## src/rtl/barcode_frame_decoder_pkg.sv

```systemverilog
// rtl/barcode_frame_decoder_pkg.sv - shared states, symbol constants and error codes for the barcode frame decoder
package bcr_pkg;

    typedef enum logic [2:0] {
        IDLE  = 3'd0,
        DATA  = 3'd1,
        STOP  = 3'd2,
        CHECK = 3'd3,
        EMIT  = 3'd4,
        DONE  = 3'd5,
        ERR   = 3'd6
    } state_t;

    localparam logic [4:0] SYM_START = 5'b11100;
    localparam logic [4:0] SYM_STOP  = 5'b00111;

    localparam logic [1:0] ERR_SYM   = 2'd0;
    localparam logic [1:0] ERR_SHORT = 2'd1;
    localparam logic [1:0] ERR_LONG  = 2'd2;
    localparam logic [1:0] ERR_CHK   = 2'd3;

    // Input never exceeds 36, so three conditional subtracts always land in 0..9.
    function automatic logic [3:0] mod10_reduce(input logic [5:0] s);
        logic [5:0] r;
        r = s;
        for (int k = 0; k < 3; k++) begin
            if (r >= 6'd10) r = r - 6'd10;
        end
        return r[3:0];
    endfunction

endpackage

```

## src/rtl/barcode_frame_decoder_if.sv

```systemverilog
// rtl/barcode_frame_decoder_if.sv - symbol input and digit output handshakes of the barcode frame decoder
interface barcode_frame_decoder_if;

    logic [4:0] sym;
    logic       sym_valid;
    logic       sym_ready;
    logic [3:0] out_digit;
    logic       out_valid;
    logic       out_ready;
    logic       out_last;

    modport master (
        output sym, sym_valid, out_ready,
        input  sym_ready, out_digit, out_valid, out_last
    );

    modport slave (
        input  sym, sym_valid, out_ready,
        output sym_ready, out_digit, out_valid, out_last
    );

endinterface

```

## src/rtl/barcode_frame_decoder_decode.sv

```systemverilog
// rtl/barcode_frame_decoder_decode.sv - combinational two-of-five symbol classifier
module i2of5_decode
    import bcr_pkg::*;
(
    input  logic [4:0] sym,
    output logic       is_digit,
    output logic       is_start,
    output logic       is_stop,
    output logic [3:0] digit
);

    logic [2:0] ones;
    logic [3:0] wsum;

    always_comb begin
        ones = {2'b00, sym[4]} + {2'b00, sym[3]} + {2'b00, sym[2]}
             + {2'b00, sym[1]} + {2'b00, sym[0]};
        // Bit 0 is the parity bar and carries no weight.
        wsum = (sym[4] ? 4'd1 : 4'd0) + (sym[3] ? 4'd2 : 4'd0)
             + (sym[2] ? 4'd4 : 4'd0) + (sym[1] ? 4'd7 : 4'd0);
        is_start = (sym == SYM_START);
        is_stop  = (sym == SYM_STOP);
        is_digit = (ones == 3'd2);
        digit    = 4'd0;
        if (is_digit) digit = (wsum == 4'd11) ? 4'd0 : wsum;
    end

endmodule

```

## src/rtl/barcode_frame_decoder.sv

```systemverilog
// rtl/barcode_frame_decoder.sv - frames, buffers and streams two-of-five barcode digits
// Define CHECKSUM_EN to treat the last symbol as a mod-10 check digit.
module barcode_frame_decoder
    import bcr_pkg::*;
#(
    parameter int NUM_DIGITS = 8
) (
    input  logic                    clock,
    input  logic                    reset,
    barcode_frame_decoder_if.slave  bus,
    output logic                    frame_done,
    output logic                    frame_err,
    output logic [1:0]              err_code,
    output logic [2:0]              state
);

    localparam int IDX_W = $clog2(NUM_DIGITS);
`ifdef CHECKSUM_EN
    localparam int EMIT_N = NUM_DIGITS - 1;
`else
    localparam int EMIT_N = NUM_DIGITS;
`endif
    localparam logic [IDX_W-1:0] LAST_IN  = IDX_W'(NUM_DIGITS - 1);
    localparam logic [IDX_W-1:0] LAST_OUT = IDX_W'(EMIT_N - 1);

    state_t           state_q, state_n;
    logic [IDX_W-1:0] idx_q, idx_n;
    logic [1:0]       err_q, err_n;
    logic [3:0]       dbuf [NUM_DIGITS];
    logic             wr_en;
    logic             clr_acc;
    logic             accept;
    logic             sym_ready_c;
    logic             out_valid_c;
    logic             out_last_c;
    logic [3:0]       out_digit_c;
    logic             done_c;
    logic             err_c;

    logic             dec_is_digit;
    logic             dec_is_start;
    logic             dec_is_stop;
    logic [3:0]       dec_digit;

    i2of5_decode u_decode (
        .sym      (bus.sym),
        .is_digit (dec_is_digit),
        .is_start (dec_is_start),
        .is_stop  (dec_is_stop),
        .digit    (dec_digit)
    );

    assign accept = bus.sym_valid && sym_ready_c;

`ifdef CHECKSUM_EN
    logic [3:0] acc_q;
    logic [5:0] acc_prod;
    logic [5:0] acc_sum;

    // Even positions weigh 3, odd positions weigh 1.
    assign acc_prod = idx_q[0] ? {2'b00, dec_digit}
                               : ({2'b00, dec_digit} + {1'b0, dec_digit, 1'b0});
    assign acc_sum  = {2'b00, acc_q} + acc_prod;

    always_ff @(posedge clock) begin
        if (reset || clr_acc) acc_q <= 4'd0;
        else if (wr_en)       acc_q <= mod10_reduce(acc_sum);
    end
`else
    logic unused_clr_acc;
    assign unused_clr_acc = clr_acc;
`endif

    always_ff @(posedge clock) begin
        if (reset) begin
            state_q <= IDLE;
            idx_q   <= '0;
            err_q   <= ERR_SYM;
        end else begin
            state_q <= state_n;
            idx_q   <= idx_n;
            err_q   <= err_n;
        end
    end

    always_ff @(posedge clock) begin
        if (wr_en && !reset) dbuf[idx_q] <= dec_digit;
    end

    always_comb begin
        state_n     = state_q;
        idx_n       = idx_q;
        err_n       = err_q;
        wr_en       = 1'b0;
        clr_acc     = 1'b0;
        sym_ready_c = 1'b0;
        out_valid_c = 1'b0;
        out_last_c  = 1'b0;
        out_digit_c = 4'd0;
        done_c      = 1'b0;
        err_c       = 1'b0;
        case (state_q)
            IDLE: begin
                sym_ready_c = 1'b1;
                if (bus.sym_valid && dec_is_start) begin
                    state_n = DATA;
                    idx_n   = '0;
                    clr_acc = 1'b1;
                end
            end
            DATA: begin
                sym_ready_c = 1'b1;
                if (bus.sym_valid) begin
                    if (dec_is_start) begin
                        idx_n   = '0;
                        clr_acc = 1'b1;
                    end else if (dec_is_digit) begin
                        wr_en = 1'b1;
                        idx_n = idx_q + IDX_W'(1);
                        if (idx_q == LAST_IN) state_n = STOP;
                    end else if (dec_is_stop) begin
                        state_n = ERR;
                        err_n   = ERR_SHORT;
                    end else begin
                        state_n = ERR;
                        err_n   = ERR_SYM;
                    end
                end
            end
            STOP: begin
                sym_ready_c = 1'b1;
                if (bus.sym_valid) begin
                    if (dec_is_stop) begin
                        state_n = CHECK;
                    end else if (dec_is_digit || dec_is_start) begin
                        state_n = ERR;
                        err_n   = ERR_LONG;
                    end else begin
                        state_n = ERR;
                        err_n   = ERR_SYM;
                    end
                end
            end
            CHECK: begin
                idx_n   = '0;
                state_n = EMIT;
`ifdef CHECKSUM_EN
                if (acc_q != 4'd0) begin
                    state_n = ERR;
                    err_n   = ERR_CHK;
                end
`endif
            end
            EMIT: begin
                out_valid_c = 1'b1;
                out_digit_c = dbuf[idx_q];
                out_last_c  = (idx_q == LAST_OUT);
                if (bus.out_ready) begin
                    if (out_last_c) state_n = DONE;
                    else            idx_n   = idx_q + IDX_W'(1);
                end
            end
            DONE: begin
                done_c  = 1'b1;
                state_n = IDLE;
            end
            ERR: begin
                err_c   = 1'b1;
                state_n = IDLE;
            end
            default: state_n = IDLE;
        endcase
    end

    // accept only gates the lint-visible handshake; the FSM already qualifies by state.
    logic unused_accept;
    assign unused_accept = accept;

    assign bus.sym_ready = sym_ready_c;
    assign bus.out_valid = out_valid_c;
    assign bus.out_last  = out_last_c;
    assign bus.out_digit = out_digit_c;
    assign frame_done    = done_c;
    assign frame_err     = err_c;
    assign err_code      = err_q;
    assign state         = state_q;

endmodule

```

## src/flat_wrapper.sv

```systemverilog
// flat-port wrapper written by rule: the top's interface ports become plain ports
module barcode_frame_decoder_flat import bcr_pkg::*;
#(
    parameter int NUM_DIGITS = 8
)
  (clock, reset, frame_done, frame_err, err_code, state, bus_sym, bus_sym_valid, bus_out_ready, bus_sym_ready, bus_out_digit, bus_out_valid, bus_out_last);
  barcode_frame_decoder_if bus_i ();
  input  logic clock;
  input  logic reset;
  output logic frame_done;
  output logic frame_err;
  output logic [1:0] err_code;
  output logic [2:0] state;
  input wire logic [$bits(bus_i.sym)-1:0] bus_sym;
  input wire logic [$bits(bus_i.sym_valid)-1:0] bus_sym_valid;
  input wire logic [$bits(bus_i.out_ready)-1:0] bus_out_ready;
  output wire logic [$bits(bus_i.sym_ready)-1:0] bus_sym_ready;
  output wire logic [$bits(bus_i.out_digit)-1:0] bus_out_digit;
  output wire logic [$bits(bus_i.out_valid)-1:0] bus_out_valid;
  output wire logic [$bits(bus_i.out_last)-1:0] bus_out_last;
  assign bus_i.sym = bus_sym;
  assign bus_i.sym_valid = bus_sym_valid;
  assign bus_i.out_ready = bus_out_ready;
  assign bus_sym_ready = bus_i.sym_ready;
  assign bus_out_digit = bus_i.out_digit;
  assign bus_out_valid = bus_i.out_valid;
  assign bus_out_last = bus_i.out_last;
  barcode_frame_decoder #(.NUM_DIGITS(NUM_DIGITS)) u_core (.clock(clock), .reset(reset), .bus(bus_i), .frame_done(frame_done), .frame_err(frame_err), .err_code(err_code), .state(state));
endmodule
```

## config.mk

```make
export PLATFORM = sky130hd
export DESIGN_NAME = barcode_frame_decoder_flat
export DESIGN_NICKNAME = d
export VERILOG_FILES = /design/src/rtl/barcode_frame_decoder_pkg.sv /design/src/rtl/barcode_frame_decoder_if.sv /design/src/rtl/barcode_frame_decoder_decode.sv /design/src/rtl/barcode_frame_decoder.sv /design/src/flat_wrapper.sv
export SDC_FILE = /design/constraint.sdc
export NUM_CORES = 1
export LEC_CHECK = 0
export CORE_MARGIN = 3
export CORE_UTILIZATION = 31
export DETAILED_ROUTE_END_ITERATION = 7
export SETUP_SLACK_MARGIN = 0.4
export SLEW_MARGIN = 10
export SYNTH_ARGS = -nofsm -noshare
export SYNTH_HDL_FRONTEND = slang
export SYNTH_SLANG_ARGS = --single-unit
```

## constraint.sdc

```tcl
create_clock -name clock -period 5.1 [get_ports clock]
set_input_delay 1.02 -clock clock [delete_from_list [all_inputs] [get_ports clock]]
set_output_delay 1.02 -clock clock [all_outputs]
set_load 0.01 [all_outputs]
```

; Word-level counts from Yosys, hierarchy flattened
; Memories as Yosys holds them, arrays and structs flattened. A register that Yosys moved wholly into a read port is not among the register bits.
; Cells that the tools add are included.
[classes]
n_eq_ne = 22
reduce_logical = 11
n_mux = 45
n_addsub = 8
[op_table]
columns = operator, n
row1 = 3-bit two-way mux, 19
row2 = 3-bit case mux with 5 select lines, 1
row3 = 2-bit two-way mux, 7
row4 = 2-bit inequality test (second input constant), 7
row5 = 1-bit two-way mux, 13
row6 = 3-bit equality test (second input constant), 4
row7 = 4-bit two-way mux, 3
row8 = 3-bit case mux with 4 select lines, 1
row9 = 6-bit AND reduction, 2
row10 = 3-bit by 1-bit adder with 3-bit output, 3
row11 = 3-bit by 2-bit equality test with 1-bit output (second input constant), 3
row12 = 7-bit AND reduction, 1
row13 = 5-bit by 3-bit equality test with 1-bit output (second input constant), 1
row14 = 5-bit equality test (second input constant), 1
row15 = 3-bit by 3-bit adder with 4-bit output, 1
row16 = 4-bit by 3-bit adder with 4-bit output, 1
row17 = 4-bit equality test (second input constant), 1
row18 = 2-bit by 1-bit inequality test with 1-bit output (second input constant), 2
row19 = 2-bit case mux with 2 select lines, 1
row20 = 4-bit nonzero test, 1
row21 = 1-bit by 2-bit adder with 3-bit output, 1
row22 = 3-bit by 1-bit adder with 3-bit output (second input constant), 1
row23 = 3-bit by 1-bit equality test with 1-bit output (second input constant), 1
row24 = 3-bit logical NOT, 1
row25 = other kinds (8), 9
[totals]
wordCells = 90
input_bits = 9
out_inout_bits = 14
mem_bits_rw = 32
ff_bits = 8
n_memories = 1
[mem_list]
columns = memory, words, width, read_ports, rd_ports_with_merged_regs, wr, line
row1 = u_core.dbuf, 8, 4, 1, 1, 1, barcode_frame_decoder.sv:29  ; logic [3:0] dbuf [NUM_DIGITS];

; Logic depth before layout (Yosys ltp)
; Gate-level depths: netlist of run 1.
[logic_depth]
word_depth = 12
mapped_depth = 11
depth_no_buf = 11

; By module
; From an unflattened synthesis of run 1, not the netlist that was laid out.
[unflattened]
hier_cells = 180
area_unflattened_um2 = 2277.2
[modules_own_cells]
columns = mod, instances, area_each_um2, cells_per_inst
row1 = barcode_frame_decoder, 1, 2014.4, 148
row2 = i2of5_decode, 1, 262.8, 32

; Worst setup path after synthesis of run 1
; No wires, ideal clock.
[synth_timing]
path_kind = input-to-reg
start = in bus_sym[3]
end = mem u_core.dbuf[0][0] (enable)
arrival_ns = 3.595
path_stages = 11
n_path_buf = 0
setup_ns = 0.361
required_ns = 4.739
slack_ns = 1.143
cell_sequence = ha_1 > inv_1 > fa_1 > inv_1 > ha_1 > inv_1 > fa_1 > or3b_1 > a2111oi_4 > nand2_2 > nor3_1
[synth_between]
elab_chain_cells = 12
[synth_rtl]
columns = element, line
row1 = from (decl), flat_wrapper.sv:14  ; input wire logic [$bits(bus_i.sym)-1:0] bus_sym;
row2 = 1-bit by 1-bit adder with 2-bit output, barcode_frame_decoder_decode.sv:16  ; ones = {2'b00, sym[4]} + {2'b00, sym[3]} + {2'b00, sym[2]}
row3 = 3-bit by 1-bit adder with 3-bit output, barcode_frame_decoder_decode.sv:16
row4 = 3-bit by 1-bit adder with 3-bit output (2 in a row), barcode_frame_decoder_decode.sv:17  ; + {2'b00, sym[1]} + {2'b00, sym[0]};
row5 = 3-bit by 2-bit equality test with 1-bit output, barcode_frame_decoder_decode.sv:23  ; is_digit = (ones == 3'd2);
row6 = 1-bit two-way mux, barcode_frame_decoder.sv:117  ; end else if (dec_is_digit) begin
row7 = 1-bit two-way mux (*), barcode_frame_decoder.sv:114  ; if (dec_is_start) begin
row8 = 1-bit two-way mux (*), barcode_frame_decoder.sv:113  ; if (bus.sym_valid) begin
row9 = 1-bit two-way mux (*), barcode_frame_decoder.sv:102  ; case (state_q)
row10 = 1-bit logical AND (*), barcode_frame_decoder.sv:87  ; if (wr_en && !reset) dbuf[idx_q] <= dec_digit;
row11 = 1-bit two-way mux (*), barcode_frame_decoder.sv:87
row12 = 1-bit two-way mux (not written as such) (*), barcode_frame_decoder.sv:87
row13 = to (decl), barcode_frame_decoder.sv:29
; Mark *: on every way between the ends. The rest lies on a longest branch, timed or not.

; Worst setup path in the final report of run 1
[layout_timing]
start = in bus_sym[3]
end = mem u_core.dbuf[5][0] (enable)
; The elaborated chain is that of the path after synthesis.

==> metrics.txt, run 1 <==
# TYPE chip_impl_metric gauge
chip_impl_metric{name="grt_pass1_wl",unit="mm"} 7.445
chip_impl_metric{name="drt-wirelength-per-cell",unit="um"} 14.84
chip_impl_metric{name="async_reset_ff_frac",unit=""} 0
chip_impl_metric{name="hold_buffers",unit=""} 0
chip_impl_metric{name="drc_errors",unit=""} 0
chip_impl_metric{name="drive_gt1_frac",unit=""} 0.1429
chip_impl_metric{name="worst_skew_pair_latency",unit="ns"} 0.29
chip_impl_metric{name="die-height",unit="um"} 91.62
chip_impl_metric{name="grt_overflow_total",unit=""} 0
chip_impl_metric{name="rows",unit=""} 30
chip_impl_metric{name="period_minus_slack",unit="ns"} 4.248
chip_impl_metric{name="ant_nets",unit=""} 0
chip_impl_metric{name="clk_pin_slew_worst_paths",unit="ns"} 0.08
chip_impl_metric{name="syn-mean-instance-area",unit="um2"} 12.84
chip_impl_metric{name="synthesis.instances",unit=""} 177
chip_impl_info{name="start_point_of_the_critical_path",value="bus_sym[3]"} 1
chip_impl_metric{name="gp_routability_congestion",unit=""} 0.7579
chip_impl_metric{name="finalHoldViolations",unit=""} 0
chip_impl_info{name="cts_tree",value="yes"} 1
chip_impl_info{name="worst_setup_path_start_kind",value="input pin"} 1
chip_impl_metric{name="power_density",unit="nW/um2"} 282.1
chip_impl_info{name="class_of_the_tightest_hold_or_removal_check",value="reg2reg"} 1
chip_impl_metric{name="cts.repair_timing.setup_buffer_count",unit=""} 0
chip_impl_metric{name="fin_setup_tns",unit="ns"} 0
chip_impl_metric{name="starting_density",unit=""} 0.3272
chip_impl_metric{name="chipWidth",unit="um"} 91.62
chip_impl_metric{name="design.die.area",unit="um2"} 8393
chip_impl_metric{name="place.port_buffers",unit=""} 22
chip_impl_metric{name="r2r_slack",unit="ns"} 2.72
chip_impl_metric{name="place_worst_setup_slack",unit="ns"} 0.5101
chip_impl_metric{name="number_of_antenna_violations_at_the_first_check_in_global_routing",unit=""} 0
chip_impl_metric{name="maxSlewViolCount",unit=""} 0
chip_impl_metric{name="clock-skew-final",unit="ns"} 0.006476
chip_impl_info{name="critPathMostFrequentCell",value="inv_1"} 1
chip_impl_metric{name="finalCritPeriodShare",unit=""} 0.8329
chip_impl_info{name="criticalPathCategory",value="in2reg"} 1
chip_impl_info{name="mostFrequentLayoutCells",value="edfxtp_1 (32), clkdlybuf4s50_1 (22), nor2_1 (16)"} 1
chip_impl_metric{name="via_count_of_the_first_global_routing_pass",unit=""} 1443
chip_impl_metric{name="cts_htree_levels",unit=""} 2
chip_impl_metric{name="cp_data_arrival_time",unit="ns"} 4.20
chip_impl_metric{name="worstPathRequired",unit="ns"} 5.05
chip_impl_info{name="worstReg2RegStart",value="u_core.state[0]"} 1
chip_impl_metric{name="maximum_achievable_frequency",unit="GHz"} 0.2354
chip_impl_info{name="yosys_most_used_dff",value="edfxtp_1"} 1
chip_impl_metric{name="finalWirelength",unit="mm"} 4.436
chip_impl_info{name="status",value="completed"} 1
chip_impl_metric{name="area.growth.synth_to_final",unit="%"} 20.37
chip_impl_info{name="rsz0062_at_grt",value="no"} 1
chip_impl_metric{name="power.ir.vdd_worst",unit="mV"} 0.09361
chip_impl_metric{name="synth-edff-count",unit=""} 32
chip_impl_metric{name="final-setup-viol-count",unit=""} 0
chip_impl_metric{name="route.vias.total",unit=""} 1427
chip_impl_metric{name="number_of_drc_markers_in_iteration_0",unit=""} 61
chip_impl_metric{name="firstDrtPassIters",unit=""} 4
chip_impl_metric{name="numCtsBuffers",unit=""} 5
chip_impl_info{name="cts_root_buffer",value="clkbuf_8"} 1
chip_impl_metric{name="boundaryPins",unit=""} 23
chip_impl_metric{name="max-cap-violations",unit=""} 0
chip_impl_metric{name="reported_leakage_power",unit="uW"} 0.0009104
chip_impl_metric{name="place.detailed.hpwl",unit="mm"} 3.276
chip_impl_metric{name="critical_path.max_stage_delay",unit="ns"} 0.48
chip_impl_metric{name="area_of_the_mapped_netlist",unit="um2"} 2272
chip_impl_metric{name="post_synth_net_total",unit=""} 196
chip_impl_metric{name="ys_seq_area_frac",unit=""} 0.5198
chip_impl_info{name="r2r-end",value="u_core.dbuf[5][0]"} 1
chip_impl_metric{name="crit_path_max_fanout",unit=""} 5
chip_impl_info{name="crit_end",value="u_core.dbuf[5][0]"} 1
chip_impl_metric{name="postSynthRegisterBits",unit=""} 43
chip_impl_metric{name="ys_types",unit=""} 51
chip_impl_info{name="crit_chain",value="clkdlybuf4s50_1, ha_1, inv_1, fa_1, inv_1, ha_1, inv_1, fa_1, or3b_1, a2111oi_4, nand2_2, nor2_1"} 1
chip_impl_metric{name="cts_resized",unit=""} 0
chip_impl_metric{name="nets",unit=""} 221
chip_impl_metric{name="clock_tree.buffer_depth",unit=""} 2
chip_impl_info{name="cp-end-kind",value="register"} 1
chip_impl_info{name="crit_path_slowest_cell",value="clkdlybuf4s50_1"} 1
chip_impl_metric{name="antennaDiodeCount",unit=""} 0
chip_impl_metric{name="track_usage",unit=""} 0.1120
chip_impl_metric{name="core_area",unit="um2"} 6944
chip_impl_metric{name="slew_headroom",unit=""} 0.6106
chip_impl_metric{name="worst_pin_slew",unit="ns"} 0.5820
chip_impl_metric{name="nFillCells",unit=""} 680
chip_impl_metric{name="worstRegToRegCells",unit=""} 4
chip_impl_metric{name="route.detailed.vias_per_inst",unit=""} 4.773
chip_impl_info{name="commonest_non_fill_non_tap_cell_in_the_layout",value="edfxtp_1"} 1
chip_impl_metric{name="cts.sink_count",unit=""} 43
chip_impl_metric{name="yosys_warnings",unit=""} 0
chip_impl_metric{name="grt_start_max_net_pins",unit=""} 19
chip_impl_metric{name="timing.final.ws_setup",unit="ns"} 0.8520
layout make-up:
cell class | instances | area, um2 | area share
Clock buffer | 6 | 72.57 | 0.02653
Clock inverter | 2 | 60.06 | 0.02196
Inverter | 16 | 60.06 | 0.02196
Multi-Input combinational cell | 110 | 991.0 | 0.3623
Sequential cell | 43 | 1181 | 0.4318
Tap cell | 96 | 120.1 | 0.04392
Timing Repair Buffer | 26 | 250.2 | 0.09149
how the worst min path moves through the flow:
stage / start / to / slack (ns) / cells after the start
2_1_floorplan: u_core.err_code[0] / u_core.err_code[0] / 0.48 / 2
3_3_place_gp: u_core.err_code[0] / u_core.err_code[0] / 0.45 / 2
3_5_place_dp: u_core.err_code[0] / u_core.err_code[0] / 0.46 / 2
4_1_cts: u_core.err_code[0] / u_core.err_code[0] / 0.48 / 2
5_1_grt: u_core.err_code[0] / u_core.err_code[0] / 0.51 / 2
6_report: u_core.err_code[0] / u_core.err_code[0] / 0.47 / 2
kinds of logic (layout without fill, tap and decap cells):
logic type,after synthesis,in the layout,synth area share
muxes,21,21,0.1377
and+or+nand+nor,51,51,0.1294
AOI/OAI and AO/OA,26,26,0.09582
adders and majority gates,11,11,0.06938
DFF,43,43,0.5198
xor gates and xnor gates,1,1,0.003855
buffers and inverters,24,50,0.04405
synth_stat cells, types with 2 or more instances:
library cell,instances,share of area
and2_1,2,0.0055
mux4_2,8,0.079
nand2b_1,4,0.011
nor2_1,16,0.026
nor3b_1,3,0.0099
mux2_1,2,0.0099
mux2i_1,11,0.048
ha_1,7,0.039
nor3_1,2,0.0044
nand2_2,2,0.0055
nand4b_1,2,0.0077
a21oi_1,8,0.018
edfxtp_1,32,0.42
nor2b_1,4,0.011
buf_2,2,0.0044
o211ai_1,3,0.0099
nand2_1,5,0.0083
or3b_1,2,0.0077
clkbuf_1,5,0.0083
fa_1,3,0.026
inv_1,14,0.023
dfxtp_1,11,0.097
registers in the layout, summed over array words and instances (netlist names), named ones only:
register         count
u_core.idx_q         3
u_core.dbuf         32
u_core.state         3
u_core.err_code      2
critical path: cells and delay by family:
kind | cells | cell delay (ns)
fa+ha+maj | 4 | 1.35
simple gates | 3 | 0.93
buf+inv | 4 | 0.62
compound gates | 1 | 0.27
metal layers:
layer  wire [um]  part of all wire  GRT usage
met3         169             0.038    0.02789
met5           0                 0          0
met4          49             0.011    0.03392
met2        2118              0.48     0.1814
met1        2098              0.47     0.1479
power breakdown:
part           switching, uW  total (uW)  internal (uW)
clock network            113         309            196
logic                   44.5        76.3           31.8
registers               3.68         386            383
total                    161         772            610
metrics by stage:
step	utilization	total power, uW	instance area (um2)	cells	hold slack (ns)
final	0.3939	771.6	2735	299	0.4709
after floorplan	-	442.4	2272	177	0.4790
after CTS	0.3939	778.3	2735	299	0.4777
after detailed placement	0.3748	471.7	2603	291	0.4575
after global routing	0.3939	803.9	2735	299	0.5138
after global placement	0.3748	470.1	2603	291	0.4539
(Power assumes the default switching activity.)
==> inputs of run 2 (changes only) <==
==> constraint.sdc (replaced) <==
create_clock -name clock -period 3.96 [get_ports clock]
set_input_delay 0.792 -clock clock [delete_from_list [all_inputs] [get_ports clock]]
set_output_delay 0.792 -clock clock [all_outputs]
set_load 0.01 [all_outputs]
==> run 2 against run 1 <==
Against the previous run:
- critical endpoint is now u_core.dbuf[3][2]
- global-route usage shrank 0.28 points
- count of clock-buffer cells in the layout fell by 1
- final cell count rose by 4.7%
- largest power group unchanged
- clock skew increased by 0.0015 ns
- register-to-register slack lost 1.0 ns
- highest routed layer unchanged
- sequential share of layout area shrank 2.3 points
- critical path depth is 1 higher
- final area up 5.6%
- sequential power up 29%
- utilization grew 2.2 points
==> metrics.txt, run 2 (synthesis gave the netlist of run 1 again) <==
# TYPE chip_impl_metric gauge
chip_impl_metric{name="route.detailed.vias_per_inst",unit=""} 4.776
chip_impl_info{name="rsz0062_at_grt",value="yes"} 1
chip_impl_metric{name="nFillCells",unit=""} 666
chip_impl_metric{name="worst_skew_pair_latency",unit="ns"} 0.29
chip_impl_info{name="commonest_non_fill_non_tap_cell_in_the_layout",value="edfxtp_1"} 1
chip_impl_metric{name="boundaryPins",unit=""} 23
chip_impl_info{name="max_flop_register",value="u_core.dbuf"} 1
chip_impl_metric{name="clock_tree.buffer_depth",unit=""} 2
chip_impl_info{name="criticalPathCategory",value="in2reg"} 1
chip_impl_info{name="status",value="completed"} 1
chip_impl_metric{name="reported_leakage_power",unit="uW"} 0.0009899
chip_impl_metric{name="power_density",unit="nW/um2"} 329.2
chip_impl_metric{name="finalCritPeriodShare",unit=""} 0.8664
chip_impl_metric{name="clock-skew-final",unit="ns"} 0.008006
chip_impl_metric{name="final-setup-viol-count",unit=""} 0
chip_impl_metric{name="timing.final.ws_setup",unit="ns"} 0.5289
chip_impl_metric{name="drc_errors",unit=""} 0
chip_impl_metric{name="drive_gt1_frac",unit=""} 0.2673
chip_impl_metric{name="route.vias.total",unit=""} 1495
chip_impl_metric{name="maxSlewViolCount",unit=""} 0
chip_impl_info{name="crit_path_slowest_cell",value="fa_1"} 1
chip_impl_metric{name="largest_register_ff_count",unit=""} 32
chip_impl_metric{name="clk_pin_slew_worst_paths",unit="ns"} 0.08
chip_impl_metric{name="rows",unit=""} 30
chip_impl_metric{name="cts_htree_levels",unit=""} 2
chip_impl_metric{name="grt_start_max_net_pins",unit=""} 19
chip_impl_metric{name="worst_pin_slew",unit="ns"} 0.5451
chip_impl_metric{name="numCtsBuffers",unit=""} 5
chip_impl_metric{name="chipWidth",unit="um"} 91.62
chip_impl_metric{name="critical_path.max_stage_delay",unit="ns"} 0.45
chip_impl_metric{name="core_area",unit="um2"} 6944
chip_impl_metric{name="gp_routability_congestion",unit=""} 0.7621
chip_impl_info{name="cp-end-kind",value="register"} 1
chip_impl_metric{name="area.growth.synth_to_final",unit="%"} 27.15
chip_impl_metric{name="cp_data_arrival_time",unit="ns"} 3.44
chip_impl_info{name="cts_tree",value="yes"} 1
chip_impl_metric{name="crit_path_max_fanout",unit=""} 4
chip_impl_metric{name="place.detailed.hpwl",unit="mm"} 3.309
chip_impl_metric{name="ant_nets",unit=""} 0
chip_impl_metric{name="place.port_buffers",unit=""} 22
chip_impl_metric{name="die-height",unit="um"} 91.62
chip_impl_metric{name="drt-wirelength-per-cell",unit="um"} 14.33
chip_impl_metric{name="slew_headroom",unit=""} 0.6361
chip_impl_info{name="cts_root_buffer",value="clkbuf_8"} 1
chip_impl_metric{name="max-cap-violations",unit=""} 0
chip_impl_info{name="mostFrequentLayoutCells",value="edfxtp_1 (32), clkdlybuf4s50_1 (18), buf_4 (13)"} 1
chip_impl_metric{name="antennaDiodeCount",unit=""} 0
chip_impl_metric{name="via_count_of_the_first_global_routing_pass",unit=""} 1485
chip_impl_metric{name="place_worst_setup_slack",unit="ns"} -0.2309
chip_impl_metric{name="power.total",unit="uW"} 951.1
chip_impl_metric{name="finalHoldViolations",unit=""} 0
chip_impl_metric{name="grt_overflow_total",unit=""} 0
chip_impl_info{name="class_of_the_tightest_hold_or_removal_check",value="reg2reg"} 1
chip_impl_metric{name="finalWirelength",unit="mm"} 4.484
chip_impl_metric{name="cts.sink_count",unit=""} 43
chip_impl_metric{name="number_of_drc_markers_in_iteration_0",unit=""} 77
chip_impl_metric{name="track_usage",unit=""} 0.1093
chip_impl_metric{name="numPlacedInstances",unit=""} 305
chip_impl_metric{name="period_minus_slack",unit="ns"} 3.431
chip_impl_metric{name="layout.cells.non_filler",unit=""} 313
chip_impl_metric{name="worstPathRequired",unit="ns"} 3.97
chip_impl_metric{name="nets",unit=""} 235
chip_impl_info{name="worst_setup_path_start_kind",value="input pin"} 1
chip_impl_info{name="crit_chain",value="buf_8, ha_4, inv_2, fa_1, inv_1, ha_2, inv_2, fa_1, or3b_4, a2111oi_4, nand2_2, nor2_2, buf_6"} 1
chip_impl_metric{name="power.ir.vdd_worst",unit="mV"} 0.1155
chip_impl_metric{name="starting_density",unit=""} 0.3272
chip_impl_metric{name="number_of_antenna_violations_at_the_first_check_in_global_routing",unit=""} 0
chip_impl_metric{name="maximum_achievable_frequency",unit="GHz"} 0.2915
chip_impl_metric{name="design.die.area",unit="um2"} 8393
chip_impl_metric{name="firstDrtPassIters",unit=""} 4
chip_impl_metric{name="grt_pass1_wl",unit="mm"} 7.265
[run 2: changes by cell type in the layout (fill, tap and decap cells not counted), moves of 2 or more]
cell             before  now
buf_4                 4   13
buf_6                 0    6
nor2_1               16   11
nor2_2                0    5
clkdlybuf4s50_1      22   18
dlygate4sd2_1         0    2
ha_1                  7    5
inv_1                14   12
inv_2                 1    3
nor3_1                2    0
[run 2: area by class of cell]
cell class	instances	area [um2]	share of cell area
Sequential cell	43	1181	0.4088
Tap cell	96	120.1	0.04158
Inverter	16	60.06	0.02079
Multi-Input combinational cell	110	1037	0.3590
Clock buffer	5	68.82	0.02382
Timing Repair Buffer	40	377.9	0.1308
Clock inverter	3	43.79	0.01516
[run 2: final timing paths]
path / from / cells after the start / endpoint / slack [ns]
hold / removal: u_core.err_code[0] / 2 / u_core.err_code[0] / 0.46
hold reg to reg: u_core.err_code[0] / 2 / u_core.err_code[0] / 0.46
setup / recovery: bus_sym[4] / 13 / u_core.dbuf[3][2] / 0.53
setup reg to reg: u_core.state[0] / 5 / u_core.dbuf[3][2] / 1.69
[run 2: through the flow]
step	instance area [um2]	hold slack [ns]	setup TNS [ns]	utilization
6_report	2889	0.4581	0	0.4160
4_1_cts	2863	0.4618	0	0.4123
3_5_place_dp	2718	0.4499	-6.455	0.3914
5_1_grt	2889	0.4732	0	0.4160
2_1_floorplan	2282	0.4790	0	-
3_3_place_gp	2718	0.4449	-3.830	0.3914
[run 2: what timing repair did]
item                                    CTS  global route
pin swaps                                12             9
endpoints found under the setup margin   42            32
buffers inserted                          0             0
hold endpoints to repair                  0             0
hold buffers                              0             0
resized for setup                        22             8
[run 2: critical path: cells and delay by family]
kind / cells / cell delay, ns
and+or+nand+nor: 3 / 0.74
AOI/OAI and AO/OA: 1 / 0.27
adders and majority gates: 4 / 1.28
buffers and inverters: 5 / 0.35
[run 2: routing by layer]
metal,GRT usage,wire (um)
met5,0,0
met4,0.03141,45
met3,0.02133,160
met2,0.1832,2185
met1,0.1433,2093
[run 2: report_power, final]
group | leakage, uW | internal, uW | switching [uW]
Clock | 0.0000581 | 188 | 147
Sequential | 0.000384 | 493 | 4.64
Combinational | 0.000548 | 57.2 | 61.4
